### src/rtl/timer_pkg.sv
// timer_pkg: state encoding, default keypad codes and BCD terminal digits
// shared by the timer sequencer and its key strobe.
package timer_pkg;
    typedef enum logic [2:0] {
        IDLE  = 3'd0,
        ENTRY = 3'd1,
        LOAD  = 3'd2,
        RUN   = 3'd3,
        PAUSE = 3'd4,
        DONE  = 3'd5
    } state_t;
    localparam logic [3:0] DEF_KEY_START = 4'hA;
    localparam logic [3:0] DEF_KEY_STOP  = 4'hB;
    localparam logic [3:0] DEF_KEY_CLEAR = 4'hC;
    localparam logic [3:0] DEF_KEY_DIR   = 4'hD;
    localparam logic [3:0] BCD_ZERO      = 4'h0;
    localparam logic [3:0] BCD_NINE      = 4'h9;
endpackage

### src/rtl/key_strobe.sv
// key_strobe: turns a held keypad level into a single-cycle event carrying the
// key code; the event is combinational so the FSM reacts on the sampling edge.
module key_strobe (
    input  logic       clock,
    input  logic       reset,
    input  logic [3:0] key,
    input  logic       key_valid,
    output logic       key_evt,
    output logic [3:0] key_code
);
    logic       kv_q;
    logic [3:0] key_q;
    assign key_evt  = key_valid & ~kv_q;
    assign key_code = key_evt ? key : key_q;
    always_ff @(posedge clock or negedge reset) begin
        if (!reset) begin
            kv_q  <= 1'b0;
            key_q <= '0;
        end else begin
            kv_q <= key_valid;
            if (key_evt) key_q <= key;
        end
    end
endmodule

### src/rtl/timer_sequencer.sv
// timer_sequencer: keypad-driven control FSM for the 4-digit BCD counter;
// gathers the preset, loads/starts/pauses the counter and raises the alarm.
module timer_sequencer
    import timer_pkg::*;
#(
    parameter int         ALARM_CYCLES = 16,
    parameter logic [3:0] KEY_START    = DEF_KEY_START,
    parameter logic [3:0] KEY_STOP     = DEF_KEY_STOP,
    parameter logic [3:0] KEY_CLEAR    = DEF_KEY_CLEAR,
    parameter logic [3:0] KEY_DIR      = DEF_KEY_DIR
) (
    input  logic       clock,
    input  logic       reset,
    input  logic [3:0] key,
    input  logic       key_valid,
    input  logic       cnt_zero,
    input  logic       cnt_max,
    output logic [3:0] pre_m,
    output logic [3:0] pre_c,
    output logic [3:0] pre_d,
    output logic [3:0] pre_u,
    output logic       load,
    output logic       run,
    output logic       func,
    output logic       entry,
    output logic       alarm,
    output logic [2:0] state
);
    localparam int AW = ALARM_CYCLES > 1 ? $clog2(ALARM_CYCLES) : 1;
    state_t        st;
    logic [AW-1:0] atmr;
    logic          key_evt;
    logic [3:0]    key_code;
    logic          pre_zero, pre_full, pre_term, cnt_term;
    logic          k_start, k_stop, k_clear, k_dir, k_digit;
    key_strobe u_strobe (
        .clock    (clock),
        .reset    (reset),
        .key      (key),
        .key_valid(key_valid),
        .key_evt  (key_evt),
        .key_code (key_code)
    );
    assign state    = st;
    assign pre_zero = pre_m == BCD_ZERO && pre_c == BCD_ZERO && pre_d == BCD_ZERO && pre_u == BCD_ZERO;
    assign pre_full = pre_m == BCD_NINE && pre_c == BCD_NINE && pre_d == BCD_NINE && pre_u == BCD_NINE;
    assign pre_term = func ? pre_zero : pre_full;
    assign cnt_term = func ? cnt_zero : cnt_max;
    assign k_start  = key_evt && key_code == KEY_START;
    assign k_stop   = key_evt && key_code == KEY_STOP;
    assign k_clear  = key_evt && key_code == KEY_CLEAR;
    assign k_dir    = key_evt && key_code == KEY_DIR;
    assign k_digit  = key_evt && key_code <= BCD_NINE;
    always_ff @(posedge clock or negedge reset) begin
        if (!reset) begin
            st    <= IDLE;
            pre_m <= '0;
            pre_c <= '0;
            pre_d <= '0;
            pre_u <= '0;
            load  <= 1'b0;
            run   <= 1'b0;
            func  <= 1'b0;
            entry <= 1'b1;
            alarm <= 1'b0;
            atmr  <= '0;
        end else begin
            load <= 1'b0;
            if (k_clear) begin
                st    <= IDLE;
                pre_m <= '0;
                pre_c <= '0;
                pre_d <= '0;
                pre_u <= '0;
                load  <= 1'b1;
                run   <= 1'b0;
                alarm <= 1'b0;
                entry <= 1'b1;
            end else begin
                case (st)
                    IDLE, ENTRY: begin
                        if (k_digit) begin
                            pre_m <= pre_c;
                            pre_c <= pre_d;
                            pre_d <= pre_u;
                            pre_u <= key_code;
                            st    <= ENTRY;
                        end else if (k_dir) begin
                            func <= ~func;
                        end else if (k_start) begin
                            st    <= LOAD;
                            load  <= 1'b1;
                            entry <= 1'b0;
                        end
                    end
                    LOAD: begin
                        // an already-terminal preset skips counting entirely
                        if (pre_term) begin
                            st    <= DONE;
                            alarm <= 1'b1;
                            atmr  <= AW'(ALARM_CYCLES - 1);
                        end else begin
                            st  <= RUN;
                            run <= 1'b1;
                        end
                    end
                    RUN: begin
                        if (cnt_term) begin
                            st    <= DONE;
                            run   <= 1'b0;
                            alarm <= 1'b1;
                            atmr  <= AW'(ALARM_CYCLES - 1);
                        end else if (k_stop) begin
                            st  <= PAUSE;
                            run <= 1'b0;
                        end
                    end
                    PAUSE: begin
                        if (k_start) begin
                            st  <= RUN;
                            run <= 1'b1;
                        end else if (k_stop) begin
                            st    <= IDLE;
                            entry <= 1'b1;
                        end
                    end
                    DONE: begin
                        if (k_start) begin
                            st    <= LOAD;
                            load  <= 1'b1;
                            alarm <= 1'b0;
                        end else if (k_stop) begin
                            st    <= IDLE;
                            alarm <= 1'b0;
                            entry <= 1'b1;
                        end else if (atmr == '0) begin
                            alarm <= 1'b0;
                        end else begin
                            atmr <= atmr - AW'(1);
                        end
                    end
                    default: begin
                        st    <= IDLE;
                        run   <= 1'b0;
                        alarm <= 1'b0;
                        entry <= 1'b1;
                    end
                endcase
            end
        end
    end
endmodule

### config.mk
export PLATFORM = sky130hd
export DESIGN_NAME = timer_sequencer
export DESIGN_NICKNAME = d
export VERILOG_FILES = /design/src/rtl/timer_pkg.sv /design/src/rtl/key_strobe.sv /design/src/rtl/timer_sequencer.sv
export SDC_FILE = /design/constraint.sdc
export NUM_CORES = 1
export LEC_CHECK = 0
export BUFFER_PORTS_ARGS = -buffer_cell sky130_fd_sc_hd__buf_2
export CORE_MARGIN = 2
export CORE_UTILIZATION = 30
export DETAILED_ROUTE_END_ITERATION = 8
export GPL_ROUTABILITY_DRIVEN = 1
export PLACE_DENSITY = 0.6
export SLEW_MARGIN = 10
export SYNTH_ARGS = -nofsm -noshare
export SYNTH_HDL_FRONTEND = slang
export SYNTH_SLANG_ARGS = --single-unit
### constraint.sdc
create_clock -name clock -period 2.5 [get_ports clock]
set_clock_uncertainty 0.1 [all_clocks]
set_input_delay 0.25 -clock clock [delete_from_list [all_inputs] [get_ports clock]]
set_output_delay 0.25 -clock clock [all_outputs]
set_load 0.005 [all_outputs]
# Word level (Yosys, flattened, before mapping)
# Cells that the tools add are included.
# totals
ff_bits	33
input_bits	9
output_inout_bits	24
wordCells	143
# classes
n_addsub	1
magnitude_cmp	1
n_eq_ne	34
n_mux	57
n_bitwise	5
reduce_logical	32
# op_table
operator	count
$mux W4	18
$eq A4 B4 Y1 const B	8
$mux W3	10
$mux W1	23
$ne A3 B3 Y1 const B	7
$logic_not A4 Y1	5
$pmux W3 S5	1
$ne A4 B4 Y1 const B	3
$pmux W4 S3	1
$reduce_and A4 Y1	3
$logic_and A1 B1 Y1	11
$ne A2 B2 Y1 const B	5
$pmux W1 S4	2
$reduce_and A7 Y1	1
$eq A3 B2 Y1 const B	2
$eq A3 B3 Y1 const B	2
$ne A2 B1 Y1 const B	3
$reduce_and A6 Y1	1
$reduce_or A2 Y1	3
$reduce_or A3 Y1	2
$ne A5 B5 Y1 const B	1
$le A4 B4 Y1 const B	1
$not A1 Y1	4
$reduce_bool A2 Y1	2
11 further kinds	11

# Depth between registers and ports, before layout
# Gate-level depths: netlist of the first run.
# logic_depth
word_depth	10
mapped_depth	7
mapped_depth_nobuf	7

# Modules after synthesis
# Synthesis of the first run repeated with hierarchy kept, for this count alone.
# hier_totals
hier_cells	198
hier_area_um2	1783.0
# by_module_without_submodules
mod	n_inst	cells_per_inst	area_per_inst_um2
timer_sequencer	1	187	1580.3
key_strobe	1	11	202.7

# Worst setup path before layout of the first run
# Ideal clock, no wire load.
# synth_timing
path_kind	reg-to-reg
from	register pre_u[1]
to	register atmr[3]
setup_ns	0.069
arrival_time_ns	2.112
required_time_ns	2.331
setup_slack_ns	0.219
path_stages_with_launch	7
path_buffers	0
synth_period_minus_slack_ns	2.281
path_cell_list	dfrtp_1 > nand4bb_1 > or4_4 > a2111oi_4 > o211ai_2 > or3_1 > nand3_1
# synth_between
elab_chain_cells	5
# synth_rtl
item	line_no	text
start, declared	timer_sequencer.sv:21	output logic [3:0] pre_u,
start signal, assigned	timer_sequencer.sv:86	pre_u <= key_code;
$eq A4 B4 Y1 / $logic_not A4 Y1 (equally long branches)	timer_sequencer.sv:46, timer_sequencer.sv:45	
$logic_and A1 B1 Y1, on equally long branches	timer_sequencer.sv:46, timer_sequencer.sv:45	
$mux W1 *	timer_sequencer.sv:47	assign pre_term = func ? pre_zero : pre_full;
$ne A2 B2 Y1 (no source line) *	-	
$reduce_and A7 Y1 (no source line) *	-	
end signal, assigned	timer_sequencer.sv:101	atmr <= AW'(ALARM_CYCLES - 1);
end signal, assigned	timer_sequencer.sv:112	atmr <= AW'(ALARM_CYCLES - 1);
end signal, assigned	timer_sequencer.sv:139	atmr <= atmr - AW'(1);
end, declared	timer_sequencer.sv:31	logic [AW-1:0] atmr;
# Every way passes the cells marked *; elsewhere a longest branch is shown, timed or not.
# A chain may end at the register's enable or synchronous reset.

# Worst setup path in the final report of the first run
# layout_timing
from	register pre_u[2]
to	register atmr[3]
# Same word-level chain as after synthesis.

==> results.ini, run 1 <==
[synth]
synth_area_um2 = 1680
synth-simple-area-share_pct = 19.9
yosysWarnings = 0
synth_top_family_by_area = compound AO/OA/AOI/OAI gates
yosysUniqueCellTypes = 42
syn_nets = 171
yosys.area_share.xor_xnor_pct = 0.523
postSynthAreaPerCell_um2 = 10.4
synthArstFlopShare_pct = 100
ys_ff_latch = 33
yosys.area_share.adder_pct = 0.747
synth-edff-count = 0
ys_seq_area_share_pct = 49.4
syn-instance-count = 161
synthMuxAreaShare_pct = 5.30
synth_ff_type = dfrtp_1
synth-compound-area-share_pct = 21.3

[sta]
worst_pin_slew_ns = 0.970
final.setup.tns_ns = 0
setup_viol = 0
fin_crit_sh_pct = 92.2
worst_hold_slack_ns = 0.116
hold_violations = 0
fin_crit_ns = 2.31
fmax_ghz = 0.434
drv_slew = 0
rsz0062_at_grt = false
slew_headroom_pct = 35.1

[power_and_ir_drop]
irDropWorstVdd_mv = 0.552
p_per_area_nw_per_um2 = 1090
leakage_nw = 0.999
p_switching_w = 0.000799
power_frac_seq_pct = 40.1
p_int_w = 0.00151
pwr-share-clk_pct = 22.6
switching_share_pct = 34.6
power_frac_comb_pct = 37.3

[setup_path]
path_buf_inv = 1
reg2regPathDepth = 7
crit_slowest_cell = a2111oi_4
crit_path_end_kind = flop
cp-startpoint = pre_u[2]$_DFFE_PN0P_
cp.arrival_ns = 2.43
worstReg2RegEnd = atmr[3]$_DFFE_PN0P_
r2r_start = pre_u[2]$_DFFE_PN0P_
worst_path_dominant_cell_family = simple AND/OR/NAND/NOR gates
required_ns = 2.62
reg2reg_slack_ns = 0.19
slowest_delay_ns = 0.48
critPathKind = flop to flop
crit_cells = 7
crit_path_start_kind = flop
crit_path_end = atmr[3]$_DFFE_PN0P_
crit_chain = buf_4, nor4_1, nand4_1, a2111oi_4, o211ai_2, or3_1, nand3_1
critical_path_peak_fanout = 8

[detailed_routing]
drc_errors = 0
drt_iter0_drc = 103
drtAntennaViolNets = 0
wire_per_inst_um = 14.5
wl_met3_um = 163
vias_per_cell = 5.03
dr_wl_met2_um = 1860
first_pass_iters = 4
drt-total-wl_um = 4040
topRoutingLayerUsed = met4
vias = 1403
met1_length_um = 1970

[finish]
fin_nets = 216
syn_to_final_growth_pct = 26.4
final_cell_mix = 32 x dfrtp_1, 32 x buf_2, 15 x a22o_1, 14 x nand2_1, 13 x nor2_1
multiInputGateArea_um2 = 800
drive_above_1_share_pct = 31.4
final_cell_area_um2 = 2120
nFillCells = 563
register_area_um2 = 827
antenna_cells = 0

[floorplanning]
io_pins = 33
initial_core_util_pct = 30.8
die_w_um = 78.7
die_y_um = 78.7
coreArea_um2 = 5440
die_area_um2 = 6200
core.rowCount = 27

[clock_tree]
cts_tree = built
clk_pin_slew_ns = 0.07
clkLatencyLatePin_ns = 0.28
cts-buffers-inserted = 5
ctsResizeCount = 0
ctsHtreeMaxLevel = 2
clkSinkCount = 33
cts_buffer_depth = 2
cts-root-buf = clkbuf_8

[place]
portBuffers = 32
place_hpwl_um = 2840
postPlaceCellArea_um2 = 1970
routabilityCongestion = 0.813

[global_routing]
grt_pass1_vias = 1416
grt_pass1_wl_um = 6870
grt_usage_pct = 14.2
grt_max_degree = 34
grt.overflow.total = 0
antenna_found_initial = 0

[min_path]
min_path_type = input port to flop

[outcome]
status = completed

[job]
drv_cap = 0

[worst min path at each step]
stage | start | to | slack [ns] | depth (start not counted)
5_1_grt | key[0] | load$_DFF_PN0_ | 0.13 | 2
4_1_cts | key[0] | load$_DFF_PN0_ | 0.12 | 2
3_5_place_dp | reset | pre_c[1]$_DFFE_PN0P_ | 0.26 | 1
6_report | key[0] | load$_DFF_PN0_ | 0.12 | 2
3_3_place_gp | reset | pre_c[1]$_DFFE_PN0P_ | 0.26 | 1
2_1_floorplan | reset | alarm$_DFFE_PN0P_ | -0.15 | 0
[cell families after synthesis]
kind of cell | Yosys count
AOI/OAI and AO/OA | 44
xor gates and xnor gates | 1
adders and majority gates | 1
buffers and inverters | 13
DFF | 33
muxes | 8
and+or+nand+nor | 61
[registers in the layout, indices dropped and copies added (netlist names), 3 cells and up]
signal and cells:
atmr 4, state 3, pre_m 4, pre_d 4, u_strobe.key_q 4, pre_c 4, pre_u 4
[Yosys cell counts (all sizes together), types with 4 or more instances]
master | number | share of area (%)
dfrtp | 32 | 48
a22o | 16 | 8.4
nand2 | 14 | 3.1
nor2 | 13 | 2.9
clkbuf | 7 | 1.6
mux2 | 7 | 4.7
a21oi | 6 | 1.8
inv | 6 | 1.3
nor4 | 5 | 1.9
o21ai | 5 | 1.5
nor2b | 4 | 1.5
or3 | 4 | 1.5
[per-layer routing]
metal	global-route usage, %	vias up
met5	0	-
met4	4.74	0
met3	3.98	5
met2	22.2	32
met1	18.9	676
li1	-	690
[worst reg2reg max path, delay by kind of cell, from the launching register on]
family,cells,cell delay (ns)
AOI/OAI and AO/OA,2,0.68
buffers and inverters,1,0.15
DFF,1,0.37
and+or+nand+nor,4,0.95
[area by class of cell]
type | instances | share of cell area (%)
Sequential cell | 33 | 39.0
Multi-Input combinational cell | 115 | 37.7
Timing Repair Buffer | 45 | 12.4
Tap cell | 72 | 4.25
Clock buffer | 7 | 4.08
Clock inverter | 1 | 1.42
Inverter | 6 | 1.06
[metrics by stage]
stage / total power (W) / instances / worst slack, ns / utilization (%)
2_1_floorplan: 0.00140 / 161 / 0.219 / -
3_3_place_gp: 0.00179 / 268 / 0.174 / 36.3
3_5_place_dp: 0.00179 / 268 / 0.0914 / 36.3
4_1_cts: 0.00233 / 278 / 0.0775 / 38.8
5_1_grt: 0.00248 / 279 / 0.0205 / 38.9
6_report: 0.00231 / 279 / 0.194 / 38.9
[power groups by stage]
stage                     registers [W]  clock network (W)  logic (W)
final                          0.000926           0.000522   0.000860
after global routing           0.000958           0.000568   0.000956
after CTS                      0.000929           0.000536   0.000863
after detailed placement       0.000938                  0   0.000856
after global placement         0.000931                  0   0.000863
after floorplan                0.000927                  0   0.000469
[repair_timing]
| action | in CTS | in global routing |
|---|---|---|
| setup endpoints to repair | 0 | 2 |
| endpoints found under the hold margin | 33 | 0 |
| hold buffers | 2 | 0 |
| setup buffers | 0 | 1 |
No activity file was read; power rests on OpenSTA's default activity.
==> run 2: changes to the inputs <==
Settings changed: ABC_AREA set to 1, PLACE_DENSITY 0.6 to 0.61.
Clock period 2.5 ns to 1.9 ns, I/O delays scaled along.
==> run 2 against run 1 <==
Against the previous run:
- worst setup slack got worse by 0.088 ns
- largest cell class unchanged
- synthesized cell count grew 39%
- critical path type is now input port to flop
- critical endpoint is now pre_c[1]$_DFFE_PN0P_
- critical path depth is 3 higher
- clock power grew 33%
==> results.ini, run 2 <==
[outcome]
status = completed

[finish]
syn_to_final_growth_pct = 24.4
layout_commonest_cell = nand2_1
drive_above_1_share_pct = 25.6
antenna_cells = 0
fin_nets = 279
final_cell_mix = 56 x nand2_1, 32 x inv_1, 32 x dfrtp_1, 32 x buf_2, 21 x nand3_1

[setup_path]
critical_path_peak_fanout = 18
reg2regPathDepth = 8
crit_cells = 10
cp-startpoint = key_valid
crit_path_end = pre_c[1]$_DFFE_PN0P_
slowest_delay_ns = 0.52
worstReg2RegEnd = atmr[2]$_DFFE_PN0P_
worst_path_dominant_cell_family = buffers and inverters
critPathKind = input port to flop
required_ns = 1.97
r2r_start = state[1]$_DFFE_PN0P_
cp.arrival_ns = 1.86
crit_path_start_kind = input port
crit_slowest_cell = dlygate4sd3_1
path_buf_inv = 4
crit_path_end_kind = flop
reg2reg_slack_ns = 0.20
crit_chain = dlygate4sd3_1, buf_2, inv_2, nor2_4, nand2_1, nor2_4, nand3_4, nand2_1, buf_6, o22ai_1

[power_and_ir_drop]
p_per_area_nw_per_um2 = 1550
leakage_nw = 1.17
irDropWorstVdd_mv = 0.631
total_power_w = 0.00339

[synth]
synth_top_area_share_pct = 45.5
synthArstFlopShare_pct = 100
synth_area_um2 = 1760
yosysWarnings = 0
yosys-top-cells-count = 56 x nand2_1, 32 x dfrtp_1, 32 x inv_1
synth_ff_type = dfrtp_1
yosysUniqueCellTypes = 28
postSynthAreaPerCell_um2 = 7.86
synth_area_leaders = dfrtp_1 45%, nand2_1 12%, inv_1 6.8%, nand3_1 6.0%, nor2_1 4.3%
synth_top_area_cell = dfrtp_1
synth-edff-count = 0
ys_ff_latch = 33
yosysMostFrequentCell = nand2_1
ys_seq_area_share_pct = 46.9
syn_nets = 234
syn-instance-count = 224

[sta]
fmax_ghz = 0.557
setup_viol = 0
worst_pin_slew_ns = 0.736
hold_violations = 0
fin_crit_ns = 1.79
drv_slew = 0
worst_hold_slack_ns = 0.179
slew_headroom_pct = 50.9
fin_crit_sh_pct = 94.4
finalWorstSetupSlack_ns = 0.106

[detailed_routing]
drt-total-wl_um = 3990
vias_per_cell = 4.63
drtAntennaViolNets = 0
drt_iter0_drc = 60
wire_per_inst_um = 11.7
first_pass_iters = 4
drc_errors = 0
vias = 1585

[place]
place_hpwl_um = 2850
routabilityCongestion = 0.835
place_ws_ns = 0.212
portBuffers = 32

[clock_tree]
cts-buffers-inserted = 5
ctsHtreeMaxLevel = 2
cts_buffer_depth = 2
cts-root-buf = clkbuf_8
cts_tree = built
clkSinkCount = 33
clk_pin_slew_ns = 0.07
clkLatencyLatePin_ns = 0.29

[floorplanning]
initial_core_util_pct = 31.6
coreArea_um2 = 5570
die_w_um = 80.6
core.rowCount = 27
die_area_um2 = 6500
io_pins = 33
die_y_um = 80.6

[min_path]
min_path_type = input port to flop

[job]
drv_cap = 0

[global_routing]
grt_pass1_vias = 1465
antenna_found_initial = 0
grt_max_degree = 34
grt_usage_pct = 13.3
grt_pass1_wl_um = 6620
grt.overflow.total = 0

[run 2: changes by cell type after synthesis, sizes merged, moves of 5 or more]
cell	before	now
mux2	7	0
nand3	3	24
o22ai	3	12
nand2	14	66
nor4	5	0
o21ai	5	13
inv	6	35
nor2	13	22
clkbuf	7	0
a22o	16	0
[run 2: stage by stage]
step | instance area (µm²) | setup TNS, ns | std cells | utilization (%)
after CTS | 2150 | 0 | 338 | 38.6
after global routing | 2190 | -0.0163 | 342 | 39.3
after detailed placement | 2010 | 0 | 328 | 36.1
final | 2190 | 0 | 342 | 39.3
after floorplan | 1760 | 0 | 224 | -
after global placement | 2010 | 0 | 328 | 36.1
[run 2: kinds of logic (layout without fill, tap and decap cells)]
| group | after synthesis | after routing | synth area share (%) |
|---|---|---|---|
| DFF | 33 | 33 | 46.9 |
| AOI/OAI and AO/OA | 27 | 27 | 9.16 |
| buffers and inverters | 40 | 85 | 9.45 |
| adders and majority gates | 1 | 1 | 0.710 |
| xor gates and xnor gates | 3 | 3 | 1.49 |
| and+or+nand+nor | 120 | 121 | 32.2 |
[run 2: repair_timing]
| action | CTS | global route |
|---|---|---|
| hold endpoints to repair | 33 | 0 |
| hold buffers | 2 | 0 |
| resized for setup | 0 | 2 |
| setup endpoints to repair | 0 | 21 |
| setup buffers | 0 | 3 |
[run 2: worst min path at each step]
stage	endpoint	start	slack, ns	depth (start not counted)
final	u_strobe.key_q[2]$_DFF_PN0_	key[2]	0.18	3
after global routing	u_strobe.key_q[2]$_DFF_PN0_	key[2]	0.19	3
after CTS	u_strobe.key_q[2]$_DFF_PN0_	key[2]	0.15	3
after detailed placement	pre_m[0]$_DFFE_PN0P_	reset	0.20	1
after global placement	pre_m[0]$_DFFE_PN0P_	reset	0.20	1
after floorplan	alarm$_DFFE_PN0P_	reset	-0.21	0
[run 2: worst reg2reg max path, stage by stage, from the launching register on]
cell and delay [ns]:
dfrtp_1 0.40, inv_1 0.08, nor2_1 0.23, inv_1 0.14, nor2_1 0.19, nand2_1 0.18
nand2_2 0.18, nand2_1 0.07, o21ai_1 0.07
[run 2: report_power, final]
group / switching, W / internal, W
clock network: 0.000268 / 0.000426
registers: 0.000211 / 0.000994
logic: 0.000885 / 0.000609
[run 2: per-layer routing]
| layer | global-route usage, % | share of wire, % | vias up |
|---|---|---|---|
| met3 | 4.04 | 5.5 | 6 |
| met5 | 0 | 0 | - |
| met2 | 18.8 | 42 | 45 |
| met1 | 19.0 | 51 | 727 |
| met4 | 4.75 | 1.4 | 0 |
| li1 | - | - | 807 |
[run 2: layout make-up]
class	count	area, µm²
inverters	36	135
clock inverters	2	37.5
well taps	72	90.1
clock buffers	6	82.6
flip-flops and latches	33	827
multi-input cells	152	783
repair buffers	41	236
fillers	585	3380
